[src/rtl/des_pkg.sv]
// ============================================================================
// Module  : des_pkg
// Purpose : Shared DES tables, types and helpers for the iterative round
//           controller. Provides the IP/FP/PC1/PC2 permutations, the
//           per-round rotation schedule, the FSM state type and widths.
// Ports   : none (package)
// Rev     : 1.0  initial release
// ============================================================================
`default_nettype none

package des_pkg;

    localparam int unsigned RND_W = 5;

    typedef logic [1:32]      half_t;
    typedef logic [1:48]      subkey_t;
    typedef logic [1:28]      cd_half_t;
    typedef logic [RND_W-1:0] rnd_t;

    localparam rnd_t LAST_RND = 5'd16;

    typedef enum logic [1:0] {
        ST_IDLE  = 2'd0,
        ST_ROUND = 2'd1,
        ST_DONE  = 2'd2
    } state_e;

    localparam int IP_TAB [64] = '{
        58, 50, 42, 34, 26, 18, 10, 2,  60, 52, 44, 36, 28, 20, 12, 4,
        62, 54, 46, 38, 30, 22, 14, 6,  64, 56, 48, 40, 32, 24, 16, 8,
        57, 49, 41, 33, 25, 17,  9, 1,  59, 51, 43, 35, 27, 19, 11, 3,
        61, 53, 45, 37, 29, 21, 13, 5,  63, 55, 47, 39, 31, 23, 15, 7};

    localparam int FP_TAB [64] = '{
        40, 8, 48, 16, 56, 24, 64, 32,  39, 7, 47, 15, 55, 23, 63, 31,
        38, 6, 46, 14, 54, 22, 62, 30,  37, 5, 45, 13, 53, 21, 61, 29,
        36, 4, 44, 12, 52, 20, 60, 28,  35, 3, 43, 11, 51, 19, 59, 27,
        34, 2, 42, 10, 50, 18, 58, 26,  33, 1, 41,  9, 49, 17, 57, 25};

    localparam int PC1_TAB [56] = '{
        57, 49, 41, 33, 25, 17,  9,   1, 58, 50, 42, 34, 26, 18,
        10,  2, 59, 51, 43, 35, 27,  19, 11,  3, 60, 52, 44, 36,
        63, 55, 47, 39, 31, 23, 15,   7, 62, 54, 46, 38, 30, 22,
        14,  6, 61, 53, 45, 37, 29,  21, 13,  5, 28, 20, 12,  4};

    localparam int PC2_TAB [48] = '{
        14, 17, 11, 24,  1,  5,   3, 28, 15,  6, 21, 10,
        23, 19, 12,  4, 26,  8,  16,  7, 27, 20, 13,  2,
        41, 52, 31, 37, 47, 55,  30, 40, 51, 45, 33, 48,
        44, 49, 39, 56, 34, 53,  46, 42, 50, 36, 29, 32};

    // Rotation amount per round, index 0 = round 1. Decrypt rotates right and
    // starts with 0 because C16/D16 equal C0/D0 after a full encrypt schedule.
    localparam logic [1:0] ENC_SHIFT [16] = '{
        2'd1, 2'd1, 2'd2, 2'd2, 2'd2, 2'd2, 2'd2, 2'd2,
        2'd1, 2'd2, 2'd2, 2'd2, 2'd2, 2'd2, 2'd2, 2'd1};
    localparam logic [1:0] DEC_SHIFT [16] = '{
        2'd0, 2'd1, 2'd2, 2'd2, 2'd2, 2'd2, 2'd2, 2'd2,
        2'd1, 2'd2, 2'd2, 2'd2, 2'd2, 2'd2, 2'd2, 2'd1};

    function automatic logic [1:64] ip(input logic [1:64] x);
        logic [1:64] y;
        y = '0;
        for (int i = 0; i < 64; i++) y[i+1] = x[IP_TAB[i]];
        return y;
    endfunction

    function automatic logic [1:64] fp(input logic [1:64] x);
        logic [1:64] y;
        y = '0;
        for (int i = 0; i < 64; i++) y[i+1] = x[FP_TAB[i]];
        return y;
    endfunction

    function automatic logic [1:56] pc1(input logic [1:64] x);
        logic [1:56] y;
        y = '0;
        for (int i = 0; i < 56; i++) y[i+1] = x[PC1_TAB[i]];
        return y;
    endfunction

    function automatic subkey_t pc2(input logic [1:56] x);
        subkey_t y;
        y = '0;
        for (int i = 0; i < 48; i++) y[i+1] = x[PC2_TAB[i]];
        return y;
    endfunction

    function automatic logic [1:0] shift_amt(input rnd_t rnd, input logic dec);
        logic [3:0] idx;
        idx = 4'(rnd - 5'd1);
        return dec ? DEC_SHIFT[idx] : ENC_SHIFT[idx];
    endfunction

    function automatic cd_half_t rot(input cd_half_t x, input logic [1:0] amt,
                                     input logic dec);
        cd_half_t y;
        y = x;
        if (dec) begin
            if (amt == 2'd1)      y = {x[28], x[1:27]};
            else if (amt == 2'd2) y = {x[27:28], x[1:26]};
        end else begin
            if (amt == 2'd1)      y = {x[2:28], x[1]};
            else if (amt == 2'd2) y = {x[3:28], x[1:2]};
        end
        return y;
    endfunction

endpackage

`default_nettype wire

[src/rtl/des_key_schedule.sv]
// ============================================================================
// Module  : des_key_schedule
// Purpose : C/D key-schedule registers with per-round rotation and PC2.
// Ports   : clk, rst_n      - clock, async active-low reset
//           load_i, key_i   - load C/D from PC1(key_i)
//           step_i          - advance one round (also enables subkey_o)
//           decrypt_i       - rotation direction select
//           rnd_i           - current round number 1..16
//           subkey_o        - PC2 of the rotated C/D, 0 when not stepping
// Rev     : 1.0  initial release
// ============================================================================
`default_nettype none

module des_key_schedule
    import des_pkg::*;
(
    input  logic        clk,
    input  logic        rst_n,
    input  logic        load_i,
    input  logic [1:64] key_i,
    input  logic        step_i,
    input  logic        decrypt_i,
    input  rnd_t        rnd_i,
    output subkey_t     subkey_o
);

    cd_half_t    c_q, c_d, d_q, d_d;
    cd_half_t    c_rot, d_rot;
    logic [1:0]  amt;
    logic [1:56] key_pc1;

    // The subkey for the current round comes from the already-rotated C/D,
    // so the rotation is combinational and the rotated value is what gets
    // stored at the round edge.
    always_comb begin
        amt     = shift_amt(rnd_i, decrypt_i);
        c_rot   = rot(c_q, amt, decrypt_i);
        d_rot   = rot(d_q, amt, decrypt_i);
        key_pc1 = pc1(key_i);
        c_d     = c_q;
        d_d     = d_q;
        if (load_i) begin
            c_d = key_pc1[1:28];
            d_d = key_pc1[29:56];
        end else if (step_i) begin
            c_d = c_rot;
            d_d = d_rot;
        end
    end

    assign subkey_o = step_i ? pc2({c_rot, d_rot}) : '0;

    always_ff @(posedge clk or negedge rst_n) begin
        if (!rst_n) begin
            c_q <= '0;
            d_q <= '0;
        end else begin
            c_q <= c_d;
            d_q <= d_d;
        end
    end

endmodule

`default_nettype wire

[src/rtl/des_round_controller.sv]
// ============================================================================
// Module  : des_round_controller
// Purpose : Iterative DES controller: one block per transaction, 16 Feistel
//           rounds one per clock, external round function via f_* ports.
// Ports   : clk, rst_n                     - clock, async active-low reset
//           in_valid/in_ready              - input handshake (ready in IDLE)
//           in_decrypt, in_block, in_key   - mode, data and key at accept
//           out_valid/out_ready, out_block - result handshake and data
//           f_right, f_subkey, f_result    - external round function I/F
//           busy                           - high in ROUND or DONE
// Rev     : 1.0  initial release
// ============================================================================
`default_nettype none

module des_round_controller
    import des_pkg::*;
(
    input  logic        clk,
    input  logic        rst_n,
    input  logic        in_valid,
    output logic        in_ready,
    input  logic        in_decrypt,
    input  logic [1:64] in_block,
    input  logic [1:64] in_key,
    output logic        out_valid,
    input  logic        out_ready,
    output logic [1:64] out_block,
    output logic [1:32] f_right,
    output logic [1:48] f_subkey,
    input  logic [1:32] f_result,
    output logic        busy
);

    state_e      state_q, state_d;
    half_t       l_q, l_d, r_q, r_d;
    rnd_t        rnd_q, rnd_d;
    logic        mode_q, mode_d;
    logic [1:64] out_q, out_d;
    logic [1:64] ip_block;
    half_t       r_next;
    logic        load;
    logic        in_round;

    assign in_round = (state_q == ST_ROUND);
    assign r_next   = l_q ^ f_result;

    always_comb begin
        state_d  = state_q;
        l_d      = l_q;
        r_d      = r_q;
        rnd_d    = rnd_q;
        mode_d   = mode_q;
        out_d    = out_q;
        load     = 1'b0;
        ip_block = ip(in_block);
        case (state_q)
            ST_IDLE: begin
                if (in_valid) begin
                    load    = 1'b1;
                    l_d     = ip_block[1:32];
                    r_d     = ip_block[33:64];
                    mode_d  = in_decrypt;
                    rnd_d   = 5'd1;
                    state_d = ST_ROUND;
                end
            end
            ST_ROUND: begin
                l_d   = r_q;
                r_d   = r_next;
                rnd_d = rnd_q + 5'd1;
                if (rnd_q == LAST_RND) begin
                    // Final swap: output is FP(R16 || L16), L16 being R15.
                    out_d   = fp({r_next, r_q});
                    rnd_d   = '0;
                    state_d = ST_DONE;
                end
            end
            ST_DONE: begin
                if (out_ready) state_d = ST_IDLE;
            end
            default: state_d = ST_IDLE;
        endcase
    end

    always_ff @(posedge clk or negedge rst_n) begin
        if (!rst_n) begin
            state_q <= ST_IDLE;
            l_q     <= '0;
            r_q     <= '0;
            rnd_q   <= '0;
            mode_q  <= 1'b0;
            out_q   <= '0;
        end else begin
            state_q <= state_d;
            l_q     <= l_d;
            r_q     <= r_d;
            rnd_q   <= rnd_d;
            mode_q  <= mode_d;
            out_q   <= out_d;
        end
    end

    des_key_schedule u_key_schedule (
        .clk       (clk),
        .rst_n     (rst_n),
        .load_i    (load),
        .key_i     (in_key),
        .step_i    (in_round),
        .decrypt_i (mode_q),
        .rnd_i     (rnd_q),
        .subkey_o  (f_subkey)
    );

    assign f_right   = in_round ? r_q : '0;
    assign in_ready  = (state_q == ST_IDLE);
    assign out_valid = (state_q == ST_DONE);
    assign busy      = (state_q == ST_ROUND) || (state_q == ST_DONE);
    assign out_block = out_q;

endmodule

`default_nettype wire

[config.mk]
export PLATFORM = sky130hd
export DESIGN_NAME = des_round_controller
export DESIGN_NICKNAME = d
export VERILOG_FILES = /design/src/rtl/des_pkg.sv /design/src/rtl/des_key_schedule.sv /design/src/rtl/des_round_controller.sv
export SDC_FILE = /design/constraint.sdc
export NUM_CORES = 1
export LEC_CHECK = 0
export BUFFER_PORTS_ARGS = -buffer_cell sky130_fd_sc_hd__buf_2
export CAP_MARGIN = 10
export CORE_ASPECT_RATIO = 0.7
export CORE_MARGIN = 1
export CORE_UTILIZATION = 29
export DETAILED_ROUTE_END_ITERATION = 8
export HOLD_SLACK_MARGIN = 0.15
export SLEW_MARGIN = 10
export SYNTH_ARGS = -nofsm -noshare
export SYNTH_HDL_FRONTEND = slang
export SYNTH_SLANG_ARGS = --single-unit
[constraint.sdc]
create_clock -name clk -period 7.1 [get_ports clk]
set_clock_uncertainty 0.05 [all_clocks]
set_input_delay 0.71 -clock clk [delete_from_list [all_inputs] [get_ports clk]]
set_output_delay 0.71 -clock clk [all_outputs]
set_load 0.01 [all_outputs]
==> metrics.md, run 1 <==
| Metric | Value |
|---|---|
| Vias in the first global route | `10539` |
| CP Data Required Time | `6340 ps` |
| Pin count of the biggest net entering global routing | `97` |
| CTS Buf Count | `17` |
| Max_slew headroom | `26.91%` |
| Min-Delay Path Class | `in2async` |
| Hpwl dp | `26540 um` |
| RSZ-0062 raised after global routing | `false` |
| FF+latch area | `0.004806 sq mm` |
| Crit path max-delay family | `simple AND/OR/NAND/NOR gates` |
| Slack of the critical path | `2047 ps` |
| CORE AREA | `0.03772 sq mm` |
| Synth warn | `0` |
| H-tree levels | `4` |
| EDFF count, synth | `0` |
| Top FF cell, synth | `dfrtp_1` |
| Cell variety after synth | `57` |
| Area of the die | `0.03962 sq mm` |
| Fin nets | `1642` |
| GP Congestion | `0.8622` |
| All-Layer GR Usage | `19.68%` |
| First-pass GRT wire length | `61820 um` |
| Synth Register Bits | `192` |
| CP startpoint kind | `register` |
| PD cells | `552.0 mW/mm^2` |
| Max Clock Freq | `0.1979 GHz` |
| Critical-path maximum fanout | `17` |
| Core Util, Final | `36.61%` |
| FILL cells | `3922` |
| Final Hold Viols | `0` |
| Cts repair resizes | `0` |
| Synthesis-to-finish area growth | `22.70%` |
| Post-CTS Setup Inserts | `0` |
| Data arrival, critical path | `4290 ps` |
| Final setup vio count | `0` |
| Share of cells above drive strength 1 | `28.81%` |
| Row cnt | `59` |
| Worst-path clk slew | `90 ps` |
| Die W | `237.5 um` |
| Die Ht | `166.8 um` |
| CTS max path bufs | `2` |
| WL/cell | `19.51 um` |
| Starting density of the core | `29.84%` |
| Synth Area per Inst | `9.093 sq um` |
| Post-Syn Instances | `1238` |
| Io pins | `312` |
| Post-route clock period utilization | `71.17%` |
| Placed cell areas | `0.01319 sq mm` |
| Total gr overflow | `0` |
| Min Tclk post-route | `5053 ps` |
| Via/cell ratio | `5.439` |
| CP Buf/Inv Count | `3` |
| Crit path kind | `reg2out` |
| CTS tree | `yes` |
| Final wirelength | `39080 um` |
| Critical path, cell by cell | `inv_1 > ha_1 > a21oi_1 > nor4_4 > buf_4 > or2_1 > nor2_1 > o221ai_1 > o21a_1 > buf_2` |
| Design area | `0.01381 sq mm` |
| Cells after DPL | `1968` |
| Initial antenna violation count | `5` |
| Worst path max stage delay | `790 ps` |
| CP max stage cell | `nor4_4` |
| Sequential area share after synthesis | `42.68%` |
| Post-Syn Area | `0.01126 sq mm` |
| Starting DRT DRC Count | `1078` |
| Pre-Repair DR Iteration Count | `5` |
| Measured slew at the worst slew-check pin | `1096 ps` |
| Max Cap Violations | `0` |
| Port buffer count | `303` |
| Crit end category | `primary output` |
| Setup TNS Final | `0 ps` |
| Antenna Nets Post-Route | `0` |
| Clock Latency Late Sink | `450 ps` |
| Hold buffers post-CTS | `0` |
| Max VDD drop | `0.3770 mV` |
| R2R setup slack | `3210 ps` |
| Post-Layout Cell Count | `2003` |
| Leak | `6.319 nW` |
| Max Slew Vio Count | `0` |
| Routed via count | `10894` |
| Footprint of the multi-input gates | `0.006010 sq mm` |
| Fraction of registers with async set/reset | `100.0%` |
| CTS root buf | `clkbuf_16` |
| Place WS | `2595 ps` |
| Status | `complete, no violations` |
| DRC errors left | `0` |
| Post-synthesis net count | `1411` |
| Clock tree sinks | `192` |
[layout make-up]
cell class	instances	area share [%]
multi-input combinational	924	43.51
sequential	192	34.79
timing repair buffer	324	12.18
tap	518	4.692
clock buffer	18	3.107
clock inverter	14	1.368
inverter	10	0.2899
antenna	3	0.05435
[final timing paths]
check | startpoint | to | cells past startpoint
min in group clk | in_decrypt | mode_q | 3
hold reg to reg | out_block[26] | out_block[26] | 2
hold / removal | rst_n | out_block[44] | 1
setup / recovery | rnd_q[0] | f_subkey[10] | 10
max in group asynchronous | rst_n | mode_q | 2
setup reg to reg | rnd_q[0] | u_key_schedule.d_q[24] | 9
[flip-flops by register name (all words and copies together) (netlist names)]
name and cells:
mode_q 1, l_q 32, u_key_schedule.c_q 28, out_block 64, state_q 2, r_q 32
rnd_q 5, u_key_schedule.d_q 28
[placed cells by master, fill, tap and decap left out, drive strengths merged, types with 32 or more instances in the layout]
master	instances
a21o	45
a21oi	115
and2	35
buf	323
dfrtp	192
mux2	52
nand2	152
nor2	67
o21ai	119
o22a	45
o311ai	32
xnor2	33
[stage by stage]
stage	power (mW)	hold WS (ps)
global route	8.214	206.3
finish	7.624	187.0
global placement	6.470	406.2
CTS	7.612	193.2
floorplan	5.041	364.4
detailed placement	6.544	414.6
[per-layer routing]
metal	wire, um	global-route usage [%]	vias up	part of all wire (%)
li1	-	-	5071	-
met5	13	0	-	0.033
met3	2709	4.177	42	6.9
met1	18570	28.82	5336	48
met4	653	6.031	2	1.7
met2	17130	28.66	443	44
[Yosys cell counts (21+ instances only)]
cell type / n / area (sq um)
o211ai_1: 21 / 157.7
clkbuf_1: 84 / 315.3
a21o_1: 45 / 337.8
o21ai_0: 118 / 590.6
mux2_2: 52 / 585.6
xnor2_1: 33 / 289.0
o22a_1: 45 / 394.1
a211o_1: 21 / 183.9
and2_1: 35 / 219.0
o31ai_1: 31 / 232.7
nor2_1: 66 / 247.7
o311ai_0: 31 / 271.5
dfrtp_1: 192 / 4805
a21oi_1: 115 / 575.6
o221ai_1: 23 / 201.4
nand2_1: 152 / 570.6
[logic make-up after synthesis]
group / after synthesis / synth area share (%)
AOI/OAI and AO/OA: 531 / 32.06
xor gates and xnor gates: 37 / 2.879
DFF: 192 / 42.68
and+or+nand+nor: 288 / 11.17
muxes: 60 / 5.913
buffers and inverters: 122 / 4.413
adders and majority gates: 8 / 0.8892
[where the power goes]
part / internal, mW / switching (mW) / total (mW)
Sequential: 1.48 / 0.485 / 1.96
Clock: 0.513 / 0.519 / 1.03
Combinational: 1.73 / 2.90 / 4.63
No activity file was read; power rests on OpenSTA's default activity.
==> run 2: changes to the inputs <==
clock period = 5.05 ns   (was 7.1 ns; I/O delays follow)
==> metrics.md, run 2 (synthesized netlist as in run 1, its figures left out) <==
| Metric | Value |
|---|---|
| Status | `complete, no violations (unchanged)` |
| Core Util, Final | `36.79% (was 36.61%)` |
| Max reg flops | `64 (unchanged)` |
| Worst hold slack | `217.2 ps (was 187.0 ps)` |
| PD cells | `773.9 mW/mm^2 (was 552.0 mW/mm^2)` |
| Measured slew at the worst slew-check pin | `1101 ps (was 1096 ps)` |
| Fin nets | `1649 (was 1642)` |
| Commonest non-fill, non-tap cell in the layout | `buf_2 (unchanged)` |
| Min-Delay Path Class | `in2reg (was in2async)` |
| R2R cell count | `8 (was 9)` |
| Hold Path End | `mode_q` |
| H-tree levels | `4 (unchanged)` |
| RSZ-0062 raised after global routing | `false (unchanged)` |
| Pin count of the biggest net entering global routing | `119 (was 97)` |
| FILL cells | `3895 (was 3922)` |
| Commonest cells after routing, fill and taps aside | `buf_2 (302), dfrtp_1 (191), nand2_1 (150), o21ai_0 (117), a21oi_1 (115) (unchanged)` |
| DRC errors left | `0 (unchanged)` |
| Cts repair resizes | `0 (unchanged)` |
| Via/cell ratio | `5.394 (was 5.439)` |
| Max_slew headroom | `26.61% (was 26.91%)` |
| Clock tree sinks | `192 (unchanged)` |
| Critical-path maximum fanout | `23 (was 17)` |
| Final Hold Viols | `0 (unchanged)` |
| Total gr overflow | `0 (unchanged)` |
| Die Ht | `166.8 um (unchanged)` |
| Hold buffers post-CTS | `1 (was 0)` |
| Port buffer count | `303 (unchanged)` |
| CP startpoint kind | `register (unchanged)` |
| CORE AREA | `0.03772 sq mm (unchanged)` |
| First-pass GRT wire length | `61460 um (was 61820 um)` |
| Row cnt | `59 (unchanged)` |
| All-Layer GR Usage | `19.49% (was 19.68%)` |
| Max VDD drop | `0.4625 mV (was 0.3770 mV)` |
| Synthesis-to-finish area growth | `23.30% (was 22.70%)` |
| Min-delay src | `in_decrypt` |
| Vias in the first global route | `10544 (was 10539)` |
| Hpwl dp | `26800 um (was 26540 um)` |
| GP Congestion | `0.8398 (was 0.8622)` |
| Clock Latency Late Sink | `450 ps (about the same)` |
| Leak | `6.351 nW (was 6.319 nW)` |
| Io pins | `312 (unchanged)` |
| Max Clock Freq | `0.2139 GHz` |
| Starting DRT DRC Count | `1130 (was 1078)` |
| Reg2Reg Launch Point | `rnd_q[0] (unchanged)` |
| Final wirelength | `38550 um (was 39080 um)` |
| Max Slew Vio Count | `0 (unchanged)` |
| Initial antenna violation count | `7 (was 5)` |
| Hold depth | `3` |
| Antenna Nets Post-Route | `0 (unchanged)` |
| WL/cell | `19.16 um (was 19.51 um)` |
| Starting density of the core | `29.84% (unchanged)` |
| Placed cell areas | `0.01326 sq mm (was 0.01319 sq mm)` |
| Pre-Repair DR Iteration Count | `5 (unchanged)` |
| Data arrival, critical path | `4120 ps (was 4290 ps)` |
| CTS tree | `yes (unchanged)` |
| Area of the die | `0.03962 sq mm (unchanged)` |
| Post-route clock period utilization | `92.58%` |
| Die W | `237.5 um (unchanged)` |
| Min Tclk post-route | `4675 ps` |
| CTS Buf Count | `17 (unchanged)` |
| Share of cells above drive strength 1 | `29.01% (was 28.81%)` |
| RR Endpoint | `u_key_schedule.d_q[23] (was u_key_schedule.d_q[24])` |
| CTS max path bufs | `2 (unchanged)` |
| Design area | `0.01388 sq mm (was 0.01381 sq mm)` |
| CTS root buf | `clkbuf_16 (unchanged)` |
| Routed via count | `10853 (was 10894)` |
| Final setup vio count | `0 (unchanged)` |
| R2R setup slack | `1270 ps (was 3210 ps)` |
| Max Cap Violations | `0 (unchanged)` |
| Setup TNS Final | `0 ps (unchanged)` |
| Crit end category | `primary output (unchanged)` |
| Post-CTS Setup Inserts | `0 (unchanged)` |
| Worst-path clk slew | `70 ps (was 90 ps)` |
| CP Data Required Time | `4490 ps (was 6340 ps)` |
| Crit path kind | `reg2out (unchanged)` |
==> run 2: changes by cell type in the layout (fill, tap and decap cells not counted) <==
cell / delta
dlygate4sd3_1: +1
clkinv_4: +1
bufinv_16: -1
buf_4: +3
clkinvlp_4: +1
inv_6: -1
nor2_1: +1
clkinv_8: -1
buf_12: +3
nor2_4: -1
diode_2: +2
inv_12: +1
==> run 2: metrics by stage <==
step	power [mW]	std cells	setup slack, ps
finish	10.74	2012	374.9
global route	11.56	2009	111.7
CTS	10.73	2007	380.4
detailed placement	9.262	1974	868.7
global placement	9.142	1974	969.1
floorplan	7.087	1238	2114
==> run 2: how the worst max path moves through the flow <==
stage	start	to	cells after the start
CTS	rnd_q[0]	f_subkey[2]	10
finish	rnd_q[0]	f_subkey[2]	10
detailed placement	rnd_q[0]	f_subkey[2]	10
global placement	rnd_q[0]	f_subkey[5]	10
floorplan	rnd_q[0]	f_subkey[43]	9
global route	rnd_q[0]	f_subkey[2]	10
==> run 2: report_power, final <==
| group | switching, mW | internal, mW | total, mW |
|---|---|---|---|
| registers | 0.727 | 2.08 | 2.80 |
| logic | 4.02 | 2.51 | 6.52 |
| clock network | 0.740 | 0.673 | 1.41 |
| total | 5.48 | 5.26 | 10.7 |
==> run 2: layout make-up <==
cell class                 count  area, sq um  share of cell area (%)
clock inverter                14        166.4                   1.199
inverter                      10        40.04                  0.2885
tap                          518        648.1                   4.670
clock buffer                  18        429.2                   3.092
sequential                   192         4806                   34.63
multi-input combinational    924         6002                   43.24
antenna                        5        12.51                 0.09015
timing repair buffer         331         1775                   12.79
==> run 2: worst max-delay path: stages (launching register included) <==
cell      delay [ps]
dfrtp_1          520
inv_1            170
ha_1             420
a21oi_1          410
nor4_4            90
buf_4            250
nor2_2           780
buf_4            400
nand2_1          130
o221ai_1         310
buf_2            200
==> run 2: metal layers <==
metal	GRT usage [%]	part of all wire [%]
met3	4.276	7.6
met5	0	0.021
met2	28.68	43
met1	28.55	47
met4	5.133	1.7
==> run 3: changes to the inputs <==
clock period = 6 ns   (was 5.05 ns; I/O delays follow)
==> metrics.md, run 3 (synthesized netlist as in run 1, its figures left out) <==
| Metric | Value |
|---|---|
| Crit end category | `primary output (unchanged)` |
| Data arrival, critical path | `4110 ps (was 4120 ps)` |
| Commonest cells after routing, fill and taps aside | `buf_2 (302), dfrtp_1 (191), nand2_1 (150), o21ai_0 (117), a21oi_1 (115) (unchanged)` |
| H-tree levels | `4 (unchanged)` |
| CTS Buf Count | `17 (unchanged)` |
| All-Layer GR Usage | `19.65% (was 19.49%)` |
| CP max stage cell | `nor2_2 (unchanged)` |
| Status | `complete, no violations (unchanged)` |
| Starting density of the core | `29.84% (unchanged)` |
| Placed cell areas | `0.01318 sq mm (was 0.01326 sq mm)` |
| Total gr overflow | `0 (unchanged)` |
| Crit path top cell by count | `buf_4 (unchanged)` |
| Port buffer count | `303 (unchanged)` |
| Pre-Repair DR Iteration Count | `6 (was 5)` |
| Int Power | `4.345 mW (was 5.257 mW)` |
| Design area | `0.01376 sq mm (was 0.01388 sq mm)` |
| Max VDD drop | `0.6498 mV (was 0.4625 mV)` |
| Measured slew at the worst slew-check pin | `1194 ps (was 1101 ps)` |
| Via/cell ratio | `5.463 (was 5.394)` |
| R2R cell count | `10 (was 8)` |
| Crit path kind | `reg2out (unchanged)` |
| Area of the die | `0.03962 sq mm (unchanged)` |
| Starting DRT DRC Count | `1127 (was 1130)` |
| CORE AREA | `0.03772 sq mm (unchanged)` |
| RR Endpoint | `u_key_schedule.d_q[18] (was u_key_schedule.d_q[23])` |
| Hold buffers post-CTS | `0 (was 1)` |
| Sw Share | `51.50% (was 51.06%)` |
| Max_slew headroom | `20.16% (was 26.61%)` |
| Reg2Reg Launch Point | `rnd_q[0] (unchanged)` |
| Commonest non-fill, non-tap cell in the layout | `buf_2 (unchanged)` |
| Max Cap Violations | `0 (unchanged)` |
| Max Clock Freq | `0.2100 GHz` |
| DRC errors left | `0 (unchanged)` |
| Seq pwr share | `26.3% (was 26.1%)` |
| Final wirelength | `38960 um (was 38550 um)` |
| Fin nets | `1640 (was 1649)` |
| Max Slew Vio Count | `0 (unchanged)` |
| Clock tree sinks | `192 (unchanged)` |
| Hpwl dp | `26320 um (was 26800 um)` |
| Min-Delay Path Class | `in2async (was in2reg)` |
| RSZ-0062 raised after global routing | `false (unchanged)` |
| Initial antenna violation count | `4 (was 7)` |
| PD cells | `651.1 mW/mm^2 (was 773.9 mW/mm^2)` |
| Antenna Nets Post-Route | `0 (unchanged)` |
| Clock Latency Late Sink | `440 ps (was 450 ps)` |
| Max reg flops | `64 (unchanged)` |
| Vias in the first global route | `10497 (was 10544)` |
| Worst Setup EP | `f_subkey[2] (unchanged)` |
| CTS root buf | `clkbuf_16 (unchanged)` |
| Critical path, cell by cell | `inv_1 > ha_1 > a21oi_1 > nor4_4 > buf_4 > nor2_2 > buf_4 > nand2_1 > o221ai_1 > buf_2 (unchanged)` |
| Cts repair resizes | `0 (unchanged)` |
| Share of cells above drive strength 1 | `28.67% (was 29.01%)` |
| Routed via count | `10925 (was 10853)` |
| Setup TNS Final | `0 ps (unchanged)` |
| Net switching power | `4.614 mW (was 5.484 mW)` |
| Post-route clock period utilization | `79.38%` |
| Die Ht | `166.8 um (unchanged)` |
| R2R setup slack | `2140 ps (was 1270 ps)` |
| Post-CTS Setup Inserts | `0 (unchanged)` |
| Row cnt | `59 (unchanged)` |
| Die W | `237.5 um (unchanged)` |
| Worst path max stage delay | `780 ps (about the same)` |
| GP Congestion | `0.8727 (was 0.8398)` |
| Final setup vio count | `0 (unchanged)` |
| Critical-path maximum fanout | `23 (unchanged)` |
| Io pins | `312 (unchanged)` |
| Synthesis-to-finish area growth | `22.22% (was 23.30%)` |
| Crit path max-delay family | `buffers and inverters (unchanged)` |
| FILL cells | `3955 (was 3895)` |
| CP Buf/Inv Count | `4 (unchanged)` |
| Critical Path Stages | `10 (unchanged)` |
| WL/cell | `19.48 um (was 19.16 um)` |
| Logic pwr share | `60.9% (was 60.7%)` |
| CTS tree | `yes (unchanged)` |
| Leak | `6.296 nW (was 6.351 nW)` |
| Worst-path clk slew | `80 ps (was 70 ps)` |
| Pin count of the biggest net entering global routing | `169 (was 119)` |
| Final Hold Viols | `0 (unchanged)` |
| Clock share of power | `12.8% (was 13.2%)` |
| CP Data Required Time | `5350 ps (was 4490 ps)` |
| Min Tclk post-route | `4763 ps` |
| Origin of the worst setup path | `rnd_q[0] (unchanged)` |
| CTS max path bufs | `2 (unchanged)` |
| CP startpoint kind | `register (unchanged)` |
| First-pass GRT wire length | `61820 um (was 61460 um)` |
## run 3: cell types whose count changed in the layout (fill, tap and decap cells not counted), sizes merged
| cell | before | now |
|---|---|---|
| inv | 18 | 16 |
| clkinvlp | 1 | 0 |
| buf | 329 | 321 |
| diode | 5 | 3 |
| dlygate4sd3 | 1 | 0 |
| clkinv | 5 | 8 |
| clkbuf | 19 | 18 |
## run 3: area by class of cell
type	instances	area, sq um	share of cell area, %
timing repair buffer	322	1680	12.21
clock inverter	14	143.9	1.046
antenna	3	7.507	0.05457
clock buffer	17	425.4	3.092
multi-input combinational	924	6007	43.66
tap	518	648.1	4.711
inverter	10	40.04	0.2910
sequential	192	4806	34.93
## run 3: metal layers
layer  global-route usage, %  vias to the layer above  wire length, um
met4                   6.003                        2              687
li1                        -                     5084                -
met5                       0                        -               13
met1                   28.58                     5336            18550
met3                   5.056                       48             3034
met2                   28.23                      455            16680
## run 3: how the worst min path moves through the flow
| stage | start | endpoint | slack [ps] | depth (start not counted) |
|---|---|---|---|---|
| floorplan | rst_n | l_q[0] | 250 | 0 |
| global placement | out_block[50] | out_block[50] | 410 | 2 |
| detailed placement | out_block[24] | out_block[24] | 420 | 2 |
| CTS | rst_n | out_block[44] | 200 | 1 |
| global route | rst_n | out_block[44] | 230 | 1 |
| finish | rst_n | out_block[44] | 200 | 1 |
## run 3: through the flow
step / utilization, % / hold WS [ps] / worst slack (ps) / instances / total power [mW]
after floorplan: - / 254.4 / 2969 / 1238 / 5.965
after CTS: 36.45 / 203.5 / 1238 / 1997 / 8.920
final: 36.47 / 199.8 / 1237 / 2000 / 8.959
after detailed placement: 34.94 / 415.3 / 1756 / 1966 / 7.736
after global routing: 36.47 / 227.8 / 877.9 / 1999 / 9.650
after global placement: 34.94 / 407.1 / 1775 / 1966 / 7.643
## run 3: power by group through the flow
stage | registers, mW | clock network (mW) | logic (mW)
after floorplan | 2.12 | 0 | 3.85
after global placement | 2.34 | 0 | 5.30
after detailed placement | 2.36 | 0 | 5.38
after CTS | 2.33 | 1.19 | 5.40
after global routing | 2.42 | 1.23 | 5.99
final | 2.36 | 1.15 | 5.45
## run 3: worst register-to-register path, delay by kind of cell, from the launching register on
family | cells | cell delay [ps]
simple gates | 2 | 780
fa+ha+maj | 1 | 300
xor+xnor | 1 | 410
buf+inv | 3 | 1010
flops | 1 | 510
compound gates | 3 | 750
